## config.mk

```make
export PLATFORM = sky130hd
export DESIGN_NAME = fetch_sequencer
export DESIGN_NICKNAME = d
export VERILOG_FILES = /design/src/rtl/fetch_sequencer.sv
export SDC_FILE = /design/constraint.sdc
export NUM_CORES = 1
export LEC_CHECK = 0
export ABC_CLOCK_PERIOD_IN_PS = 2200
export BUFFER_PORTS_ARGS = -buffer_cell sky130_fd_sc_hd__buf_2
export CAP_MARGIN = 20
export CORE_MARGIN = 2
export CORE_UTILIZATION = 25
export CTS_CLUSTER_DIAMETER = 60
export CTS_CLUSTER_SIZE = 14
export DETAILED_ROUTE_END_ITERATION = 12
export GPL_TIMING_DRIVEN = 0
export PLACE_DENSITY = 0.57
export SLEW_MARGIN = 40
export SYNTH_ARGS = -nofsm -noshare
export SYNTH_HDL_FRONTEND = slang
export SYNTH_SLANG_ARGS = --single-unit
```

## constraint.sdc

```tcl
create_clock -name clk -period 2.2 [get_ports clk]
set_input_delay 0.11 -clock clk [delete_from_list [all_inputs] [get_ports clk]]
set_output_delay 0.11 -clock clk [all_outputs]
set_load 0.1 [all_outputs]
```

## src/rtl/fetch_sequencer.sv

```systemverilog
// fetch_sequencer: multi-cycle FETCH/EXEC/MEM sequencer owning PC, NZCV, halt and timeout errors.
// Define FETCH_SEQUENCER_PERF_EN to add the retired/stall_cycles performance counters.
module fetch_sequencer #(
  parameter int ADDR_W = 32,
  parameter logic [ADDR_W-1:0] PC_RESET = '0,
  parameter int TIMEOUT = 15
) (
  input  logic              clk,
  input  logic              reset,
  input  logic              clk_en,
  output logic [ADDR_W-1:0] imem_a,
  output logic              imem_en,
  input  logic              imem_ready,
  input  logic [31:0]       imem_v,
  output logic [31:0]       instr,
  output logic              instr_valid,
  input  logic              dec_branch,
  input  logic [3:0]        dec_cond,
  input  logic              dec_ldst,
  input  logic              dec_halt,
  input  logic              dec_setflags,
  input  logic [3:0]        alu_flags,
  input  logic [ADDR_W-1:0] br_target,
  output logic              dmem_req,
  input  logic              dmem_ready,
  output logic              wb_en,
  output logic [ADDR_W-1:0] pc,
  output logic [3:0]        pstate,
  output logic [1:0]        error_indicator
`ifdef FETCH_SEQUENCER_PERF_EN
  ,
  output logic [31:0]       retired,
  output logic [31:0]       stall_cycles
`endif
);
  typedef enum logic [2:0] {FETCH, EXEC, MEM, HALT, ERROR} state_t;
  state_t state;
  logic [7:0] wait_cnt;
  logic [7:0] wait_next;
  logic timed_out;
  logic n, z, c, v;
  logic base;
  logic taken;
  logic [ADDR_W-1:0] pc_seq;
  assign {n, z, c, v} = pstate;
  assign imem_a = pc;
  assign imem_en = state == FETCH;
  assign instr_valid = state == EXEC || state == MEM;
  assign dmem_req = state == MEM;
  assign wait_next = wait_cnt + 8'd1;
  assign timed_out = wait_next == 8'(TIMEOUT);
  assign pc_seq = pc + ADDR_W'(4);
  // Odd condition codes are the negation of the even code below them.
  always_comb begin
    base = 1'b1;
    case (dec_cond[3:1])
      3'd0: base = z;
      3'd1: base = c;
      3'd2: base = n;
      3'd3: base = v;
      3'd4: base = c & ~z;
      3'd5: base = n == v;
      3'd6: base = ~z & (n == v);
      default: base = 1'b1;
    endcase
    taken = dec_branch & (base ^ dec_cond[0]);
  end
  assign wb_en = clk_en & ((state == EXEC & ~dec_halt & ~dec_ldst) | (state == MEM & dmem_ready));
  always_ff @(posedge clk) begin
    if (reset) begin
      state <= FETCH;
      pc <= PC_RESET;
      pstate <= '0;
      error_indicator <= 2'b00;
      instr <= 32'hC800_0000;
      wait_cnt <= '0;
`ifdef FETCH_SEQUENCER_PERF_EN
      retired <= '0;
      stall_cycles <= '0;
`endif
    end else if (clk_en) begin
`ifdef FETCH_SEQUENCER_PERF_EN
      if ((state == EXEC && (dec_halt || !dec_ldst)) || (state == MEM && dmem_ready))
        retired <= retired + 32'(retired != '1);
      if ((state == FETCH && !imem_ready) || (state == MEM && !dmem_ready))
        stall_cycles <= stall_cycles + 32'(stall_cycles != '1);
`endif
      case (state)
        FETCH: begin
          if (imem_ready) begin
            instr <= imem_v;
            state <= EXEC;
            wait_cnt <= '0;
          end else if (timed_out) begin
            error_indicator <= 2'b10;
            state <= ERROR;
            wait_cnt <= '0;
          end else wait_cnt <= wait_next;
        end
        EXEC: begin
          wait_cnt <= '0;
          if (dec_halt) begin
            error_indicator <= 2'b01;
            state <= HALT;
          end else begin
            if (dec_setflags) pstate <= alu_flags;
            if (dec_ldst) state <= MEM;
            else begin
              state <= FETCH;
              pc <= taken ? br_target & ~ADDR_W'(3) : pc_seq;
            end
          end
        end
        MEM: begin
          if (dmem_ready) begin
            pc <= pc_seq;
            state <= FETCH;
            wait_cnt <= '0;
          end else if (timed_out) begin
            error_indicator <= 2'b11;
            state <= ERROR;
            wait_cnt <= '0;
          end else wait_cnt <= wait_next;
        end
        default: ;
      endcase
    end
  end
endmodule
```

==> results of run 1 <==
## power by group through the flow
stage	clock [mW]	sequential, mW	combinational, mW
after global routing	1.61	1.50	0.973
after floorplan	0	1.79	0.351
after global placement	0	1.52	0.833
after detailed placement	0	1.52	0.834
after CTS	1.56	1.49	0.906
final	1.52	1.49	0.923
## layer usage
metal  vias up  share of wire
met5         -              0
met4         0          0.015
met3        16          0.065
met2       147           0.46
met1      2290           0.46
li1       2480              -
## sequential cells by signal (all words and copies together), names as in the netlist
name and flops:
error_indicator 2, wait_cnt 8, instr 32, imem_a 30
state 3, pstate 4
## placed cells by master, fill, tap and decap left out, types with 5 or more instances in the layout
cell,instances
dlygate4sd3_1,32
a31oi_1,5
clkbuf_16,10
o32ai_1,13
mux2i_1,21
o21a_1,7
nand2_1,93
dfxtp_2,14
buf_4,52
nand4_1,5
nor2_1,26
dfxtp_4,14
inv_1,25
nor3_1,14
dfxtp_1,51
o21ai_0,16
clkbuf_1,21
buf_2,179
and2_1,6
nand3_1,27
a21oi_1,61
buf_6,7
## worst reg2reg max path, stage by stage, from the launching register on
cell      delay, ns
dfxtp_2        0.31
buf_6          0.11
or3b_4         0.39
and3_4         0.16
o2111a_2       0.22
or2_4          0.28
buf_4          0.15
or3_1          0.30
a31oi_1        0.16
## through the flow
step	worst slack (ns)	hold slack, ns	std cells	power (mW)
floorplan	-0.0445	0.234	574	2.14
global placement	-0.335	0.326	978	2.35
detailed placement	-0.307	0.330	978	2.36
CTS	0.000465	0.000844	1034	3.96
global route	-0.0703	0.0252	1044	4.08
finish	0.0440	0.0136	1044	3.94
## worst max path at each step
stage                    start         end  cells after the start
finish                state[2]   imem_a[2]                      8
global route          state[2]  imem_a[19]                     10
CTS                 imem_a[11]  imem_a[29]                      7
detailed placement   pstate[3]   imem_a[5]                      8
global placement     pstate[3]  imem_a[12]                      8
floorplan           imem_a[10]  imem_a[29]                      7
## cell families after synthesis
kind of cell,Yosys count
compound gates,135
xor+xnor,6
fa+ha+maj,3
buf+inv,94
flops,79
mux,26
other cells,1
simple gates,227
## timing repair
action | in CTS | in global routing
cloned | 0 | 0
endpoints found under the hold margin | 32 | 0
endpoints found under the setup margin | 32 | 30
gates resized for setup | 30 | 34
pin swaps | 6 | 16
hold buffers | 32 | 0
setup buffers | 9 | 10
## layout make-up
| cell class | count | area share |
|---|---|---|
| multi-input combinational | 401 | 0.372 |
| clock inverter | 3 | 0.00338 |
| clock buffer | 13 | 0.0423 |
| timing repair buffer | 230 | 0.207 |
| sequential | 79 | 0.248 |
| inverter | 25 | 0.0141 |
| tap | 225 | 0.0423 |
| buffer | 68 | 0.0703 |
==> run_results.csv, run 1 <==
group,metric,value,unit
clocking,cts_sinks,79,
global_routing,use_met3,0.0341,
hold_path,hold_path_depth,3,
clocking,clock_latency,0.35,ns
placement,io_buffers,179,
global_routing,grt_pass1_vias,4545,
global_routing,gr-total-overflow,0,
global_routing,grt.met2_usage,0.257,
critical_path,arrival,2.42,ns
power,power.internal,2.62,mW
floorplan,design.die.area,18700,sq um
floorplan,die_w,137,um
final_layout,final_core_util,0.386,
critical_path,required,2.46,ns
floorplan,std_cell_rows,48,
synthesis,yosysMostFrequentCell,"nand2_1",
sta,clock_skew,0.00617,ns
hold_path,min_to,"pstate[1]",
sta,fin_crit,2.16,ns
synthesis,synthesis.area,4410,sq um
sta,final_max_slew_viol_count,0,
floorplan,io_pins,187,
drt,vias_per_cell,4.73,
final_layout,diodes,0,
synthesis,postSynthCellCount,571,
critical_path,slowest_delay,0.39,ns
clocking,clkSlewWorstSetupHoldPaths,0.07,ns
synthesis,synth_area_per_cell,7.72,sq um
synthesis,synth_top_family_by_area,"simple AND/OR/NAND/NOR gates",
critical_path,r2r_end,"imem_a[2]",
floorplan,coreArea,17200,sq um
floorplan,start_util,0.256,
critical_path,startpoint_type,"flop",
sta,slew_headroom,0.442,
placement,globalplace.congestion,0.818,
final_layout,nFillCells,1791,
power,cellPowerDensity,591,nW/um^2
status,status,"finished, final reports clean",
final_layout,multi_input_area,2480,sq um
drt,ant_nets,0,
synthesis,synthTopCellsByCount,"nand2_1 (93), dfxtp_1 (79), a21oi_1 (62), buf_4 (36), nor2_1 (31)",
drt,drt_wl_total,15700,um
global_routing,antenna_found_initial,0,
synthesis,ys_seq_area_frac,0.359,
final_layout,seq_area,1650,sq um
hold_path,min-delay-start,"alu_flags[1]",
run,drv_cap,0,
global_routing,grt_use_total,0.164,
sta,hold_violations,0,
sta,rsz0062_at_grt,"yes",
critical_path,crit_fanout,5,
global_routing,grt_pass1_wl,23800,um
global_routing,grt_max_degree,14,
critical_path,worstRegToRegCells,8,
drt,route.vias.total,4933,
synthesis,synth_top_area_share,0.359,
synthesis,muxShareOfSynthArea,0.0605,
clocking,cts_root_buffer,"clkbuf_16",
power,seq_power_share,0.379,
clocking,cts_tree,"built",
power,pwr-share-clk,0.387,
synthesis,synth_xor_area_frac,0.0119,
synthesis,yosysWarnings,0,
synthesis,synthArstFlopShare,0,
global_routing,use_met1,0.220,
synthesis,synth-simple-area-share,0.248,
critical_path,reg2reg_slack,0.04,ns
synthesis,synth-edff-count,0,
synthesis,ys_seq_elements,79,
drt,drt-pass1-iter-count,4,
sta,max_freq,464,MHz
critical_path,r2r-start,"state[2]",
final_layout,num-nets-final,898,
critical_path,cp_slowest_cell,"or3b_4",
synthesis,synth.area.top_cells,"dfxtp_1 (36%), nand2_1 (7.9%), a21oi_1 (7.0%)",
synthesis,yosys_most_used_dff,"dfxtp_1",
critical_path,path_cells,"buf_6 > or3b_4 > and3_4 > o2111a_2 > or2_4 > buf_4 > or3_1 > a31oi_1",
power,sw_frac_of_total,0.334,
sta,setup_viol,0,
sta,setup_tns,0,ns
final_layout,final_area,6660,sq um
critical_path,crit_family,"simple AND/OR/NAND/NOR gates",
placement,dp_hpwl,11300,um
floorplan,fp.dieH,137,um
clocking,clockBufferDepth,2,
synthesis,synth_top_area_cell,"dfxtp_1",
drt,drt_iter0_drc,240,
synthesis,synth_compound_area_frac,0.197,
sta,worst_pin_slew,0.838,ns
synthesis,yosysUniqueCellTypes,53,
placement,placed_area,5690,sq um
power,peakVddDrop,0.344,mV
critical_path,critPathBufInv,2,
critical_path,criticalPathCategory,"reg2reg",
drt,wl_per_cell,15.0,um
drt,post-route-drc-count,0,
power,switchingPower,1.32,mW
final_layout,final_layout_size_suffix_gt1_frac,0.394,
global_routing,busiest_layer,"met2",
final_layout,area_growth,51.1,%
synthesis,synthAdderAreaFrac,0.00852,
clocking,cts_inserted_buffers,9,
sta,fin_crit_sh,0.980,
clocking,cts_max_level,3,
power,pwr-share-comb,0.234,
critical_path,endpoint_kind,"flop",
power,p_leak,2.92,nW
hold_path,hp-class,"in2reg",
(Power assumes the default switching activity.)
==> run 2: changes to the inputs <==
--- a/config.mk
+++ b/config.mk
@@ -5,6 +5,7 @@
 export SDC_FILE = /design/constraint.sdc
 export NUM_CORES = 1
 export LEC_CHECK = 0
+export ABC_AREA = 1
 export ABC_CLOCK_PERIOD_IN_PS = 2200
 export BUFFER_PORTS_ARGS = -buffer_cell sky130_fd_sc_hd__buf_2
 export CAP_MARGIN = 20
@@ -14,8 +15,8 @@
 export CTS_CLUSTER_SIZE = 14
 export DETAILED_ROUTE_END_ITERATION = 12
 export GPL_TIMING_DRIVEN = 0
-export PLACE_DENSITY = 0.57
-export SLEW_MARGIN = 40
+export PLACE_DENSITY = 0.56
+export SLEW_MARGIN = 30
 export SYNTH_ARGS = -nofsm -noshare
 export SYNTH_HDL_FRONTEND = slang
 export SYNTH_SLANG_ARGS = --single-unit
==> run_results.csv, run 2 <==
group,metric,value,unit
floorplan,coreArea,18900,sq um
sta,clock_skew,0.00814,ns
global_routing,grt_pass1_vias,5016,
synthesis,synthTopCellsByCount,"nand2_1 (229), inv_1 (95), dfxtp_1 (79), a21oi_1 (70), nand3_1 (66)",
power,p_leak,3.25,nW
synthesis,yosysMostFrequentCell,"nand2_1",
synthesis,yosys_most_used_dff,"dfxtp_1",
clocking,cts_tree,"built",
sta,hold_violations,0,
synthesis,synth_area_per_cell,6.36,sq um
drt,ant_nets,0,
power,peakVddDrop,0.461,mV
floorplan,design.die.area,20500,sq um
clocking,cts_sinks,79,
final_layout,final_layout_size_suffix_gt1_frac,0.282,
drt,drt-pass1-iter-count,6,
drt,route.vias.total,5429,
sta,fin_crit,1.95,ns
final_layout,nFillCells,2134,
global_routing,gr-total-overflow,0,
clocking,cts_inserted_buffers,9,
drt,vias_per_cell,4.36,
synthesis,synth_top_area_cell,"dfxtp_1",
final_layout,area_growth,37.3,%
final_layout,mostFrequentLayoutCell,"nand2_1",
sta,setup_viol,0,
placement,dp_hpwl,12500,um
global_routing,grt_pass1_wl,25600,um
clocking,clock_latency,0.35,ns
clocking,clkSlewWorstSetupHoldPaths,0.07,ns
synthesis,synth.area.top_cells,"dfxtp_1 (33%), nand2_1 (18%), inv_1 (7.3%)",
critical_path,setup.worst_path.end,"wb_en",
sta,final_max_slew_viol_count,0,
critical_path,worstRegToRegCells,11,
critical_path,required,2.09,ns
synthesis,yosysWarnings,0,
global_routing,grt_max_degree,16,
synthesis,synthesis.area,4850,sq um
placement,globalplace.congestion,0.895,
sta,fin_crit_sh,0.887,
synthesis,synth_top_area_share,0.326,
hold_path,hp-class,"in2reg",
final_layout,final_core_util,0.353,
floorplan,start_util,0.257,
drt,drt_wl_total,16300,um
final_layout,mostFrequentLayoutCells,"nand2_1 (229), buf_2 (187), inv_1 (95), dfxtp_1 (75), a21oi_1 (70)",
clocking,cts_max_level,3,
sta,fin_hold_ws,0.0107,ns
floorplan,die_w,143,um
power,cellPowerDensity,659,nW/um^2
synthesis,synthArstFlopShare,0,
critical_path,cp_slowest_cell,"dfxtp_1",
final_layout,num-nets-final,1063,
final_layout,top_register,"instr",
synthesis,ys_seq_elements,79,
critical_path,startpoint_type,"flop",
floorplan,io_pins,187,
sta,slew_headroom,0.579,
status,status,"finished, final reports clean",
synthesis,yosysUniqueCellTypes,33,
synthesis,postSynthCellCount,763,
synthesis,ys_seq_area_frac,0.326,
sta,worst_pin_slew,0.632,ns
critical_path,slowest_delay,0.37,ns
drt,drt_iter0_drc,316,
critical_path,r2r_end,"imem_a[16]",
critical_path,crit_fanout,18,
critical_path,endpoint_kind,"primary output",
sta,worst_slack,0.249,ns
final_layout,largest_register_ffs,32,
placement,io_buffers,179,
critical_path,r2r-start,"imem_a[2]",
global_routing,grt_use_total,0.160,
drt,wl_per_cell,13.1,um
critical_path,arrival,1.84,ns
floorplan,fp.dieH,143,um
clocking,cts_root_buffer,"clkbuf_16",
final_layout,diodes,0,
synthesis,synth-edff-count,0,
sta,setup_tns,0,ns
run,drv_cap,0,
critical_path,reg2reg_slack,0.27,ns
critical_path,path_cells,"inv_1 > nand3_2 > inv_2 > o21ai_2 > and2_1 > o21ai_4 > inv_4 > buf_12",
sta,max_freq,512,MHz
critical_path,crit_start,"state[2]",
floorplan,std_cell_rows,50,
clocking,clockBufferDepth,2,
placement,dp_slack,0.216,ns
drt,post-route-drc-count,0,
sta,rsz0062_at_grt,"no",
critical_path,criticalPathCategory,"reg2out",
global_routing,antenna_found_initial,0,
## run 2: final cells by class
cell class / instances / area, sq um / share of cell area
Tap cell: 260 / 325 / 0.0488
Inverter: 98 / 370 / 0.0556
Clock buffer: 10 / 239 / 0.0359
Sequential cell: 79 / 1590 / 0.238
Multi-Input combinational cell: 524 / 2490 / 0.374
Timing Repair Buffer: 203 / 1150 / 0.173
Clock inverter: 6 / 73.8 / 0.0111
Buffer: 64 / 424 / 0.0637
## run 2: what timing repair did
action                                  CTS  global route
buffers inserted                          0             0
hold buffers                             24             0
gates resized for setup                   3             3
cloned                                    0             0
endpoints found under the setup margin    1             1
hold endpoints to repair                 24             0
pin swaps                                 0             0
## run 2: logic make-up (layout without fill, tap and decap cells)
group / Yosys count / count (layout) / synth area share
and+or+nand+nor: 414 / 414 / 0.377
DFF: 79 / 79 / 0.326
adders and majority gates: 3 / 3 / 0.00773
xor gates and xnor gates: 19 / 19 / 0.0343
other: 1 / 4 / 0.000773
buffers and inverters: 163 / 381 / 0.165
AOI/OAI and AO/OA: 84 / 84 / 0.0892
## run 2: critical path, delay by kind of cell, from the launching register on
family | cells | cell delay [ns]
buf+inv | 4 | 0.57
simple gates | 2 | 0.32
flops | 1 | 0.37
compound gates | 2 | 0.21
## run 2: worst min-delay path by stage
stage | from | to | slack [ns] | cells after the start
after global routing | imem_v[10] | instr[10] | 0.003 | 3
after global placement | imem_v[30] | instr[30] | 0.31 | 3
after detailed placement | imem_v[27] | instr[27] | 0.32 | 3
after CTS | alu_flags[3] | pstate[3] | 0.003 | 3
after floorplan | imem_v[27] | instr[27] | 0.22 | 2
final | alu_flags[3] | pstate[3] | 0.01 | 3
## run 2: stage by stage
step	total power, mW	cells	instance area [sq um]
global route	4.59	1244	6660
finish	4.39	1244	6660
floorplan	2.52	766	4870
CTS	4.44	1245	6660
global placement	2.77	1205	6090
detailed placement	2.78	1205	6090
## run 2: where the power goes
group          switching (mW)  internal (mW)
Sequential             0.0600           1.49
Combinational           0.942          0.289
Clock                   0.685          0.927
Total                    1.69           2.71
## run 2: layer usage
metal | part of all wire | vias up | GRT usage
met2 | 0.47 | 219 | 0.270
li1 | - | 2808 | -
met4 | 0.016 | 0 | 0.0444
met5 | 0 | - | 0
met3 | 0.087 | 19 | 0.0543
met1 | 0.43 | 2383 | 0.193
